===== src/rtl/blink_pkg.sv =====
// Shared constants for the blinker and blink_monitor: default widths, the default
// timeout and the monitor's FSM state encodings.
package blink_pkg;

    localparam int          CNT_W_DEF       = 32;
    localparam int unsigned TIMEOUT_DEF     = 100_000_000;
    localparam int          SYNC_STAGES_DEF = 2;

    localparam logic [2:0] ST_ACQUIRE = 3'd0;
    localparam logic [2:0] ST_ARM     = 3'd1;
    localparam logic [2:0] ST_HIGH    = 3'd2;
    localparam logic [2:0] ST_LOW     = 3'd3;
    localparam logic [2:0] ST_STUCK   = 3'd4;

endpackage


===== src/rtl/sync_edge_det.sv =====
// Multi-flop synchronizer for an asynchronous level plus rise/fall detection on
// the synchronized value; reusable for buttons and switches.
module sync_edge_det
    import blink_pkg::*;
#(
    parameter int STAGES = SYNC_STAGES_DEF
) (
    input  logic clk,
    input  logic rst,
    input  logic din,
    output logic s,
    output logic rise,
    output logic fall
);

    logic [STAGES-1:0] chain;
    logic              s_prev;

    // NOTE: non-blocking assignments make every flop sample the pre-edge value,
    // so the chain shifts one stage per clock instead of collapsing.
    always_ff @(posedge clk or posedge rst) begin
        if (rst) begin
            chain  <= '0;
            s_prev <= 1'b0;
        end else begin
            chain  <= {chain[STAGES-2:0], din};
            s_prev <= chain[STAGES-1];
        end
    end

    assign s    = chain[STAGES-1];
    assign rise = s & ~s_prev;
    assign fall = ~s & s_prev;

endmodule


===== src/rtl/blink_monitor.sv =====
// Measures high time, low time and period of an asynchronous blinking signal in
// clk cycles; reports lock after a full period and flags a stuck line on timeout.
module blink_monitor
    import blink_pkg::*;
#(
    parameter int          CNT_W       = CNT_W_DEF,
    parameter int unsigned TIMEOUT     = TIMEOUT_DEF,
    parameter int          SYNC_STAGES = SYNC_STAGES_DEF
) (
    input  logic             clk,
    input  logic             rst,
    input  logic             blink_in,
    output logic [CNT_W-1:0] high_cycles,
    output logic [CNT_W-1:0] low_cycles,
    output logic [CNT_W:0]   period_cycles,
    output logic             meas_valid,
    output logic             locked,
    output logic             stuck
);

    localparam logic [CNT_W-1:0] CNT_LIMIT = CNT_W'(TIMEOUT);
    localparam logic [CNT_W-1:0] CNT_ONE   = CNT_W'(1);

    logic             s;
    logic             rise;
    logic             fall;
    logic             edge_seen;
    logic             timed_out;
    logic [2:0]       state;
    logic [CNT_W-1:0] cnt;
    logic [CNT_W-1:0] high_meas;
    logic             high_known;

    sync_edge_det #(
        .STAGES(SYNC_STAGES)
    ) u_sync (
        .clk (clk),
        .rst (rst),
        .din (blink_in),
        .s   (s),
        .rise(rise),
        .fall(fall)
    );

    assign edge_seen = rise | fall;
    assign timed_out = (cnt == CNT_LIMIT);

    // high_meas holds the latest high time privately so the three published
    // results always change together on meas_valid.
    always_ff @(posedge clk or posedge rst) begin
        if (rst) begin
            state         <= ST_ACQUIRE;
            cnt           <= '0;
            high_meas     <= '0;
            high_known    <= 1'b0;
            high_cycles   <= '0;
            low_cycles    <= '0;
            period_cycles <= '0;
            meas_valid    <= 1'b0;
            locked        <= 1'b0;
            stuck         <= 1'b0;
        end else begin
            meas_valid <= 1'b0;
            if (state != ST_STUCK && !edge_seen) begin
                if (timed_out) begin
                    state  <= ST_STUCK;
                    stuck  <= 1'b1;
                    locked <= 1'b0;
                end else begin
                    cnt <= cnt + CNT_ONE;
                end
            end else begin
                // Levels alternate, so the only edge HIGH and LOW can see is the one
                // that ends the current level.
                case (state)
                    ST_ACQUIRE: begin
                        cnt <= '0;
                        if (fall) state <= ST_ARM;
                    end
                    ST_ARM: begin
                        if (rise) begin
                            state      <= ST_HIGH;
                            cnt        <= CNT_ONE;
                            high_known <= 1'b1;
                        end else begin
                            cnt <= '0;
                        end
                    end
                    ST_HIGH: begin
                        high_meas <= cnt;
                        cnt       <= CNT_ONE;
                        state     <= ST_LOW;
                    end
                    ST_LOW: begin
                        if (high_known) begin
                            high_cycles   <= high_meas;
                            low_cycles    <= cnt;
                            period_cycles <= {1'b0, high_meas} + {1'b0, cnt};
                            meas_valid    <= 1'b1;
                            locked        <= 1'b1;
                        end
                        high_known <= 1'b1;
                        cnt        <= CNT_ONE;
                        state      <= ST_HIGH;
                    end
                    ST_STUCK: begin
                        // Leaving on a fall means the high half of this period was never timed.
                        if (edge_seen) begin
                            state      <= s ? ST_HIGH : ST_LOW;
                            high_known <= s;
                            stuck      <= 1'b0;
                            cnt        <= CNT_ONE;
                        end
                    end
                    default: state <= ST_ACQUIRE;
                endcase
            end
        end
    end

endmodule

===== config.mk =====
export PLATFORM = sky130hd
export DESIGN_NAME = blink_monitor
export DESIGN_NICKNAME = d
export VERILOG_FILES = /design/src/rtl/blink_pkg.sv /design/src/rtl/sync_edge_det.sv /design/src/rtl/blink_monitor.sv
export SDC_FILE = /design/constraint.sdc
export NUM_CORES = 1
export LEC_CHECK = 0
export ABC_AREA = 1
export CAP_MARGIN = 5
export CORE_ASPECT_RATIO = 0.9
export CORE_MARGIN = 3
export CORE_UTILIZATION = 30
export DETAILED_ROUTE_END_ITERATION = 8
export PLACE_DENSITY = 0.49
export SYNTH_ARGS = -nofsm -noshare
export SYNTH_HDL_FRONTEND = slang
export SYNTH_SLANG_ARGS = --single-unit

===== constraint.sdc =====
create_clock -name clk -period 6.6 [get_ports clk]
set_clock_uncertainty 0.2 [all_clocks]
set_input_delay 1.32 -clock clk [delete_from_list [all_inputs] [get_ports clk]]
set_output_delay 1.32 -clock clk [all_outputs]
set_load 0.05 [all_outputs]

==> run metrics <==
Pwr Total=~2.7 mW; Reg2Reg Depth=10; R2R Path Start=state[0]$_DFFE_PP0P_; vias in the first global route=about 8,800; Starting Density=0.309; FFs w/ async S/R, synth=1.00; top_reg_cell synth=dfrtp_1; routed vias/inst=4.67; hold crit path type=reg -> reg; FP Rows=62; Post-DRT Antenna Nets=0; ant diodes=0; initial antenna violation count=0; Mapped Area=0.0100 mm2; Worst Path Required=6.77 ns; io pins=about 100; YS warnings=0; reg2reg setup slack=approximately 2.3 ns; Die W=198 um; Final setup viols=0; Setup Buffers After CTS=0; Pwr Density=223 mW/mm2; Setup TNS Final=0 ns; worst-margin pin slew=roughly 1.1 ns; # DRC=0; Arr. time, crit path=between 4 and 5 ns; Cells after Synth=between 1,000 and 1,500; die area=0.0356 mm2; clk_lat worst skew=0.45 ns; CTS Buf Count=17; Slew HR=0.263; Pre-Repair DR Iteration Count=5; CTS max path bufs=2; Synth top cells by count=nand2_1 (583), dfrtp_1 (171), inv_1 (164), nor2_1 (122), nand3_1 (97); Starting DRT DRC Count=661; Post-Syn Nets=1,466; Max Fanout on Critical Path=78; TritonCTS clock tree=done; Placed Area=0.0114 mm2; CTS H-tree lvls=4; pin count of the biggest net entering global routing=96; GPL Wtd Cong=0.950; Clk pin slew, worst setup/hold paths=0.07 ns; min Tclk post-route=4.27 ns; Yosys top cell by area=dfrtp_1; Die H=179 um; CP endpoint kind=flop; crit path to=period_cycles[30]$_DFFE_PP0P_; Netlist cell types=36; CP Launch Point=state[0]$_DFFE_PP0P_; r2r endpoint=period_cycles[30]$_DFFE_PP0P_; maxcap violations=0; Critical Path Source Type=flop; All-Layer GR Usage=0.183; gr ovfl total=0; final hold slack=~0.15 ns; via count=9,044; # hold bufs at CTS=0; Sink Count=171; post-synth top area share=0.428; # port buffers=~100; Layout Area Growth over Synthesis=19.5%; Fillers=3,429; Final Net Count=1,553; share of layout cells above drive strength 1=0.0355; unrepaired setup endpoints after global routing=false; total wire length=31,700 um; finished layout cell area=0.0120 mm2; core area=about 0.032 mm2; Max Freq=234 MHz; sequential area share after synthesis=0.428; LEAKAGE=6.04 nW; status=finished, final reports clean; DP HPWL=~24,000 um; final hold vios=0; Peak VDD IR=0.163 mV; clk root buf=clkbuf_16; Synth Area per Inst=7.04 um2; first-pass GRT wire length=50,300 um; DR WL/cell=16.4 um; most frequent cell after synthesis=nand2_1; top cells by area, synth=dfrtp_1 (43%), nand2_1 (22%), inv_1 (6.2%); number of synthesized register bits=between 150 and 200; final slew viol count=0; Post-synth EDFFs=0; period utilisation layout=0.647; kind of critical path=reg -> reg; CTS resizes=0
## metal layers
| layer | global-route usage | up-vias | part of all wire |
|---|---|---|---|
| met5 | 0 | - | 0 |
| met4 | 0.0419 | 0 | 0.013 |
| met3 | 0.0265 | 21 | 0.030 |
| met2 | 0.282 | 148 | 0.44 |
| met1 | 0.271 | 4265 | 0.52 |
| li1 | - | 4610 | - |
## placed cells by master (no fill, tap or decap), types with 4 or more instances in the layout
| master | n |
|---|---|
| nand3_1 | 97 |
| or2_2 | 4 |
| o21ai_0 | 85 |
| a21oi_1 | 25 |
| nor2_1 | 122 |
| xor2_1 | 14 |
| inv_6 | 7 |
| dfrtp_1 | 171 |
| nand4_1 | 13 |
| inv_1 | 163 |
| ha_1 | 39 |
| inv_2 | 4 |
| clkbuf_16 | 17 |
| nand3b_1 | 4 |
| nor3_1 | 19 |
| nand2_1 | 583 |
| xnor2_1 | 14 |
| clkdlybuf4s50_1 | 102 |
## state kept, by name, summed over array words and instances, names as in the netlist
name and flops:
high_meas 32, locked 1, high_known 1, u_sync.s_prev 1
state 3, u_sync.chain 2, meas_valid 1, stuck 1
period_cycles 33, cnt 32, low_cycles 32, high_cycles 32
## metrics by stage
| step | worst slack (ns) | utilization | std cells |
|---|---|---|---|
| after detailed placement | 2.28 | 0.352 | 1905 |
| after CTS | 2.27 | 0.369 | 1937 |
| after global routing | 1.82 | 0.369 | 1937 |
| after floorplan | 0.448 | - | 1421 |
| final | 2.33 | 0.369 | 1937 |
| after global placement | 2.43 | 0.352 | 1905 |
## how the worst min path moves through the flow
stage / from / end / slack (ns) / cells after the start
floorplan: u_sync.chain[0]$_DFF_PP0_ / u_sync.chain[1]$_DFF_PP0_ / 0.13 / 0
global placement: u_sync.chain[0]$_DFF_PP0_ / u_sync.chain[1]$_DFF_PP0_ / 0.13 / 0
detailed placement: u_sync.chain[0]$_DFF_PP0_ / u_sync.chain[1]$_DFF_PP0_ / 0.14 / 0
CTS: u_sync.chain[0]$_DFF_PP0_ / u_sync.chain[1]$_DFF_PP0_ / 0.15 / 0
global route: u_sync.chain[0]$_DFF_PP0_ / u_sync.chain[1]$_DFF_PP0_ / 0.17 / 0
finish: u_sync.chain[0]$_DFF_PP0_ / u_sync.chain[1]$_DFF_PP0_ / 0.15 / 0
## area by class of cell
| type | instances | area, um2 | share of cell area |
|---|---|---|---|
| clock inverter | 14 | 126 | 0.0106 |
| sequential | 171 | 4280 | 0.358 |
| timing repair buffer | 106 | 1060 | 0.0890 |
| tap | 416 | 520 | 0.0435 |
| inverter | 168 | 636 | 0.0532 |
| clock buffer | 18 | 429 | 0.0359 |
| multi-input combinational | 1044 | 4900 | 0.410 |
## kinds of logic after synthesis
family                   share of synthesized area
flip-flops                                   0.428
buffers and inverters                       0.0834
AND/OR/NAND/NOR                              0.348
adder cells (fa/ha/maj)                     0.0548
XOR/XNOR                                    0.0245
AO/OA/AOI/OAI                               0.0619
## power by group
group	switching (mW)	leakage [nW]	internal [mW]	total, mW
sequential	0.0672	2.36	1.11	1.17
combinational	0.367	3.42	0.140	0.507
clock	0.487	0.265	0.498	0.985
total	0.921	6.04	1.74	2.66
## worst max-delay path, cell delays in order, from the launching register on
cell and delay, ns:
dfrtp_1 0.41, inv_1 0.15, nand2_1 0.12, nor2_1 0.21, inv_1 0.15, ha_1 0.27
inv_2 0.53, nand3_4 0.76, inv_2 1.04, nand3_1 0.19, nand2_1 0.09
Power figures use the tool's default switching activity.
